[src/rtl/timer_counter_pkg.sv]
// Shared constants for the memory-mapped countdown timer (TC0/TC1 windows):
// register offsets, FSM state codes, mode codes and the CTRL field layout.
package timer_counter_pkg;

    // Word offsets within a timer window, decoded from Addr[3:2]
    localparam logic [1:0] TC_CTRL   = 2'd0;
    localparam logic [1:0] TC_PRESET = 2'd1;
    localparam logic [1:0] TC_COUNT  = 2'd2;
    localparam logic [1:0] TC_UNUSED = 2'd3;

    localparam logic [1:0] TC_IDLE = 2'd0;
    localparam logic [1:0] TC_LOAD = 2'd1;
    localparam logic [1:0] TC_CNT  = 2'd2;
    localparam logic [1:0] TC_INT  = 2'd3;

    localparam logic [1:0] TC_MODE_ONESHOT = 2'd0;
    localparam logic [1:0] TC_MODE_RELOAD  = 2'd1;

    // Byte address windows the bridge decodes for the two instances
    localparam logic [31:0] TC0_BASE = 32'h0000_7F00;
    localparam logic [31:0] TC0_LAST = 32'h0000_7F0F;
    localparam logic [31:0] TC1_BASE = 32'h0000_7F10;
    localparam logic [31:0] TC1_LAST = 32'h0000_7F1F;

    typedef logic [1:0] tc_state_t;

    typedef struct packed {
        logic       im;
        logic [1:0] mode;
        logic       enable;
    } tc_ctrl_t;

    function automatic logic tc_in_window(input logic [31:0] addr,
                                          input logic [31:0] base,
                                          input logic [31:0] last);
        return (addr >= base) && (addr <= last);
    endfunction

endpackage

[src/rtl/timer_counter_if.sv]
// Bridge-side bus of one timer instance: word address, write strobe,
// store data, combinational read data and the level interrupt.
interface timer_counter_if;
    logic [31:2] Addr;
    logic        WE;
    logic [31:0] Din;
    logic [31:0] Dout;
    logic        IRQ;

    modport master (output Addr, WE, Din, input Dout, IRQ);
    modport slave  (input Addr, WE, Din, output Dout, IRQ);
endinterface

[src/rtl/timer_counter.sv]
// Countdown timer: CTRL/PRESET/COUNT register file plus the IDLE/LOAD/CNT/INT FSM.
// Define TIMER_STATE_READ_EN to expose FSM state in CTRL[5:4] and irq_flag in CTRL[6].
module timer_counter
    import timer_counter_pkg::*;
#(
    parameter logic [31:0] PRESET_RST = 32'd0,
    parameter int unsigned CTRL_WBITS = 4
) (
    input logic            clk,
    input logic            reset,
    timer_counter_if.slave bus
);

    logic [CTRL_WBITS-1:0] ctrl_q, ctrl_d;
    logic [31:0]           preset_q, preset_d;
    logic [31:0]           count_q, count_d;
    tc_state_t             state_q, state_d;
    logic                  irq_flag_q, irq_flag_d;

    tc_ctrl_t    ctrl_f;
    logic [31:0] ctrl_rd;
    logic [31:0] ctrl_view;
    logic        ctrl_wr;
    logic        preset_wr;
    logic        unused_addr_bits;

    assign ctrl_f           = tc_ctrl_t'(ctrl_q[3:0]);
    assign ctrl_wr          = bus.WE && (bus.Addr[3:2] == TC_CTRL);
    assign preset_wr        = bus.WE && (bus.Addr[3:2] == TC_PRESET);
    assign unused_addr_bits = ^bus.Addr[31:4];

    // Zero-extend the writable CTRL bits onto the 32-bit read bus
    genvar gi;
    generate
        for (gi = 0; gi < 32; gi++) begin : g_ctrl_rd
            if (gi < CTRL_WBITS) begin : g_stored
                assign ctrl_rd[gi] = ctrl_q[gi];
            end else begin : g_zero
                assign ctrl_rd[gi] = 1'b0;
            end
        end
    endgenerate

    always_comb begin
        state_d    = state_q;
        count_d    = count_q;
        irq_flag_d = irq_flag_q;
        ctrl_d     = ctrl_q;
        preset_d   = preset_q;

        case (state_q)
            TC_IDLE: begin
                if (ctrl_f.enable) state_d = TC_LOAD;
            end
            TC_LOAD: begin
                count_d = preset_q;
                state_d = TC_CNT;
            end
            TC_CNT: begin
                if (!ctrl_f.enable) begin
                    state_d = TC_IDLE;
                end else if (count_q > 32'd1) begin
                    count_d = count_q - 32'd1;
                end else begin
                    // Also covers PRESET=0: terminate instead of wrapping
                    count_d    = 32'd0;
                    irq_flag_d = 1'b1;
                    state_d    = TC_INT;
                end
            end
            TC_INT: begin
                state_d = TC_IDLE;
                if (ctrl_f.mode == TC_MODE_RELOAD) irq_flag_d = 1'b0;
                else ctrl_d[0] = 1'b0;
            end
            default: state_d = TC_IDLE;
        endcase

        // CPU store is applied last so it overrides the FSM's Enable/flag update
        if (ctrl_wr) begin
            ctrl_d     = bus.Din[CTRL_WBITS-1:0];
            irq_flag_d = 1'b0;
        end
        if (preset_wr) preset_d = bus.Din;
    end

    always_ff @(posedge clk) begin
        if (reset) begin
            ctrl_q     <= '0;
            preset_q   <= PRESET_RST;
            count_q    <= 32'd0;
            state_q    <= TC_IDLE;
            irq_flag_q <= 1'b0;
        end else begin
            ctrl_q     <= ctrl_d;
            preset_q   <= preset_d;
            count_q    <= count_d;
            state_q    <= state_d;
            irq_flag_q <= irq_flag_d;
        end
    end

    always_comb begin
        ctrl_view = ctrl_rd;
`ifdef TIMER_STATE_READ_EN
        ctrl_view[5:4] = state_q;
        ctrl_view[6]   = irq_flag_q;
`endif
    end

    always_comb begin
        case (bus.Addr[3:2])
            TC_CTRL:   bus.Dout = ctrl_view;
            TC_PRESET: bus.Dout = preset_q;
            TC_COUNT:  bus.Dout = count_q;
            default:   bus.Dout = 32'd0;
        endcase
    end

    assign bus.IRQ = ctrl_f.im & irq_flag_q;

endmodule

[src/flat_wrapper.sv]
// flat-port wrapper written by rule: the top's interface ports become plain ports
module timer_counter_flat import timer_counter_pkg::*;
#(
    parameter logic [31:0] PRESET_RST = 32'd0,
    parameter int unsigned CTRL_WBITS = 4
)
  (clk, reset, bus_Addr, bus_WE, bus_Din, bus_Dout, bus_IRQ);
  timer_counter_if bus_i ();
  input logic clk;
  input logic reset;
  input wire logic [$bits(bus_i.Addr)-1:0] bus_Addr;
  input wire logic [$bits(bus_i.WE)-1:0] bus_WE;
  input wire logic [$bits(bus_i.Din)-1:0] bus_Din;
  output wire logic [$bits(bus_i.Dout)-1:0] bus_Dout;
  output wire logic [$bits(bus_i.IRQ)-1:0] bus_IRQ;
  assign bus_i.Addr = bus_Addr;
  assign bus_i.WE = bus_WE;
  assign bus_i.Din = bus_Din;
  assign bus_Dout = bus_i.Dout;
  assign bus_IRQ = bus_i.IRQ;
  timer_counter #(.PRESET_RST(PRESET_RST), .CTRL_WBITS(CTRL_WBITS)) u_core (.clk(clk), .reset(reset), .bus(bus_i));
endmodule
[config.mk]
export PLATFORM = sky130hd
export DESIGN_NAME = timer_counter_flat
export DESIGN_NICKNAME = d
export VERILOG_FILES = /design/src/rtl/timer_counter_pkg.sv /design/src/rtl/timer_counter_if.sv /design/src/rtl/timer_counter.sv /design/src/flat_wrapper.sv
export SDC_FILE = /design/constraint.sdc
export NUM_CORES = 1
export LEC_CHECK = 0
export CAP_MARGIN = 10
export CORE_ASPECT_RATIO = 0.5
export CORE_MARGIN = 4
export CORE_UTILIZATION = 40
export CTS_CLUSTER_SIZE = 25
export DETAILED_ROUTE_END_ITERATION = 10
export GPL_ROUTABILITY_DRIVEN = 1
export PLACE_DENSITY = 0.7
export SETUP_SLACK_MARGIN = 0.05
export SLEW_MARGIN = 20
export SYNTH_ARGS = -nofsm -noshare
export SYNTH_HDL_FRONTEND = slang
export SYNTH_SLANG_ARGS = --single-unit
[constraint.sdc]
create_clock -name clk -period 2.43 [get_ports clk]
set_input_delay 0.486 -clock clk [delete_from_list [all_inputs] [get_ports clk]]
set_output_delay 0.486 -clock clk [all_outputs]
set_load 0.01 [all_outputs]
==> results.tsv <==
metric	value	unit
RSZ-0062 raised after global routing	no	
# IOs	98	
number of global-route vias before repair	4031	
CTS Buf Count	9	
top_reg_cell synth	dfxtp_1	
Sink Count	71	
Die ar.	12000	sq um
worst-case clock skew	4.89	ps
max-slew violation count	0	
max_slew headroom	61.8	%
drt pass-1 iters	5	
Diodes inserted	0	
Vias	4575	
CTS Root Cell	clkbuf_16	
Iteration-0 DRC Markers	558	
Port Buffers	69	
vias per cell	6.12	
Initial Util	42.2	%
max frequency	440	MHz
Post-Route WL	14800	microns
setup_tns	0	ps
Tmin final	2270	ps
largest net degree at the start of global routing	69	
pre-CTS setup slack	-216	ps
DRC	0	
status	completed	
Final #Nets	675	
Post-Synthesis Cells	532	
Core ar.	9700	sq um
Critical Path RT	1940	ps
total grt overflow	0	
type of the worst setup path	input port to output pin	
initial antenna violation count	0	
Post-DRT Antenna Nets	0	
gr usage total	24.2	%
total of max-cap violations	0	
row count	25	
post-synth top area share	34.8	%
post-DP HPWL	10200	microns
Crit. End Element	output pin	
die span in x	151	microns
Hold WC Path Type	flop to flop	
Critical Path Fanout Max	10	
CTS max path bufs	2	
fillcell total	905	
sequential cell area fraction in the yosys report	34.8	%
type of origin of the critical path	input port	
layout cells sized above 1	14.7	%
total power draw	2.89	mW
Worst Slack Setup Final	159	ps
Final GP Congestion	0.983	
Post-Route Utilization	56.3	%
CTS tree	yes	
syn nets	599	
Top delay family on crit path	buffers and inverters	
Synth async-reset ratio	0	%
Final Hold Viols	0	
Arrival @ worst endpoint	1780	ps
flops & latches, synth	71	
Final period util	93.4	%
Slowest cell on crit path	clkdlybuf4s50_1	
first-pass GRT wire length	22500	microns
Worst-path clk slew	60	ps
number of flops mapped to enable cells by yosys	0	
Bufs and invs on worst path	3	
area of the multi-input gates	2390	sq um
Reg area	1420	sq um
Worst Tran Pin Value	569	ps
IR drop worst, VDD	354	uV
syn avg cell area	7.69	sq um
Max stage delay on crit path	540	ps
power per standard cell area	530	nW/um^2
H-tree levels	3	
endpoints failing setup	0	
Synth Cell Area	4090	sq um
synth unique cells	63	
critical path, cell by cell	clkbuf_2, nor2b_4, clkbuf_16, a22o_1, clkdlybuf4s50_1	
Clock Latency Late Sink	340	ps
WL/cell	19.8	microns
Layout area overhead	33.4	%
Yosys top cell by area	dfxtp_1	
synth warn	0	
die height	79.5	microns
Synth area leaders	dfxtp_1 (35%), nand2_1 (8.7%), a21oi_1 (6.7%), a22o_1 (6.0%), clkbuf_1 (3.4%)	
Static Leakage	2.06	nW
## state kept, by name, summed over array words and instances, names as in the netlist
register / count
u_core.count_q: 32
u_core.preset_q: 32
u_core.state_q: 2
u_core.irq_flag_q: 1
u_core.ctrl_f: 4
## cell families after synthesis
family | share of synthesized area (%)
simple gates | 27.8
mux | 1.96
fa+ha+maj | 0.612
xor+xnor | 0.214
buf+inv | 7.19
flops | 34.8
compound gates | 27.5
## tightest hold or removal path: stages (launching register included)
cell	delay [ps]
dfxtp_1	320
nand2_1	60
a21oi_1	50
## synth_stat cells (8+ instances only)
master,count
nand2_1,95
dfxtp_1,71
a21oi_1,55
clkbuf_1,37
a22o_1,28
a31oi_1,22
nor2_1,20
nand3_1,16
nor3_1,16
inv_1,13
nand4_1,13
o21ai_0,12
nor4_1,9
mux2i_1,8
## metal layers
layer	up-vias	GRT usage, %	wire (microns)	part of all wire [%]
met2	310	31.9	5800	39
met4	0	5.70	176	1.2
met5	-	0	0	0
li1	2118	-	-	-
met3	25	9.59	2170	15
met1	2122	35.9	6630	45
## layout by cell type, fill, tap and decap left out, types with 3 or more instances in the layout
| cell type | Yosys | routed |
|---|---|---|
| nor2_1 | 20 | 19 |
| dlymetal6s2s_1 | 0 | 3 |
| o21ai_0 | 12 | 12 |
| o32ai_1 | 7 | 7 |
| o211ai_1 | 4 | 4 |
| a21oi_1 | 55 | 55 |
| a221oi_1 | 4 | 4 |
| nand2_1 | 95 | 95 |
| inv_1 | 13 | 13 |
| nor3_2 | 3 | 3 |
| nor4_1 | 9 | 9 |
| a22o_1 | 28 | 28 |
| nand3_1 | 16 | 16 |
| nor3_1 | 16 | 16 |
| nand4_1 | 13 | 13 |
| mux2i_1 | 8 | 8 |
| a31oi_1 | 22 | 22 |
| a22oi_1 | 7 | 7 |
| dfxtp_1 | 71 | 71 |
| a32oi_1 | 4 | 4 |
| and2_1 | 6 | 6 |
| and3_1 | 6 | 6 |
| nand2b_1 | 3 | 3 |
| nand3b_1 | 3 | 3 |
| or4_1 | 3 | 3 |
| clkdlybuf4s50_1 | 0 | 62 |
| or3_1 | 3 | 3 |
| buf_12 | 0 | 4 |
| or2_2 | 3 | 3 |
| buf_4 | 2 | 43 |
| clkbuf_16 | 0 | 10 |
## through the flow
step	hold slack (ps)	instance area, sq um	std cells
2_1_floorplan	444	4090	532
3_3_place_gp	464	5120	731
3_5_place_dp	471	5120	731
4_1_cts	480	5430	746
5_1_grt	511	5460	747
6_report	482	5460	747
## final cells by class
cell class | instances | area share [%]
Inverter | 13 | 0.894
Tap cell | 135 | 3.10
Clock inverter | 6 | 1.31
Multi-Input combinational cell | 395 | 43.9
Sequential cell | 71 | 26.1
Clock buffer | 9 | 4.13
Timing Repair Buffer | 118 | 20.6
## where the power goes
group	internal, mW	switching [mW]	leakage (nW)
Sequential	1.19	0.0294	0.574
Combinational	0.149	0.179	1.35
Clock	0.796	0.549	0.138
## worst paths after layout
check	slack (ps)	cells after the start	from	end
worst max-delay path	160	5	bus_Addr[0]	bus_Dout[14]
worst min-delay path	480	2	u_core.preset_q[27]$_SDFFE_PP0P_	u_core.preset_q[27]$_SDFFE_PP0P_
worst max register to register	170	7	u_core.count_q[0]$_SDFFE_PP0P_	u_core.count_q[30]$_SDFFE_PP0P_
worst min register to register	480	2	u_core.preset_q[27]$_SDFFE_PP0P_	u_core.preset_q[27]$_SDFFE_PP0P_
## repair_timing
item / CTS / global route
resized for setup: 6 / 8
setup buffers: 0 / 0
gates cloned: 0 / 1
hold buffers: 0 / 0
setup endpoints to repair: 32 / 31
Note: power is estimated with default switching activity, not from simulation.
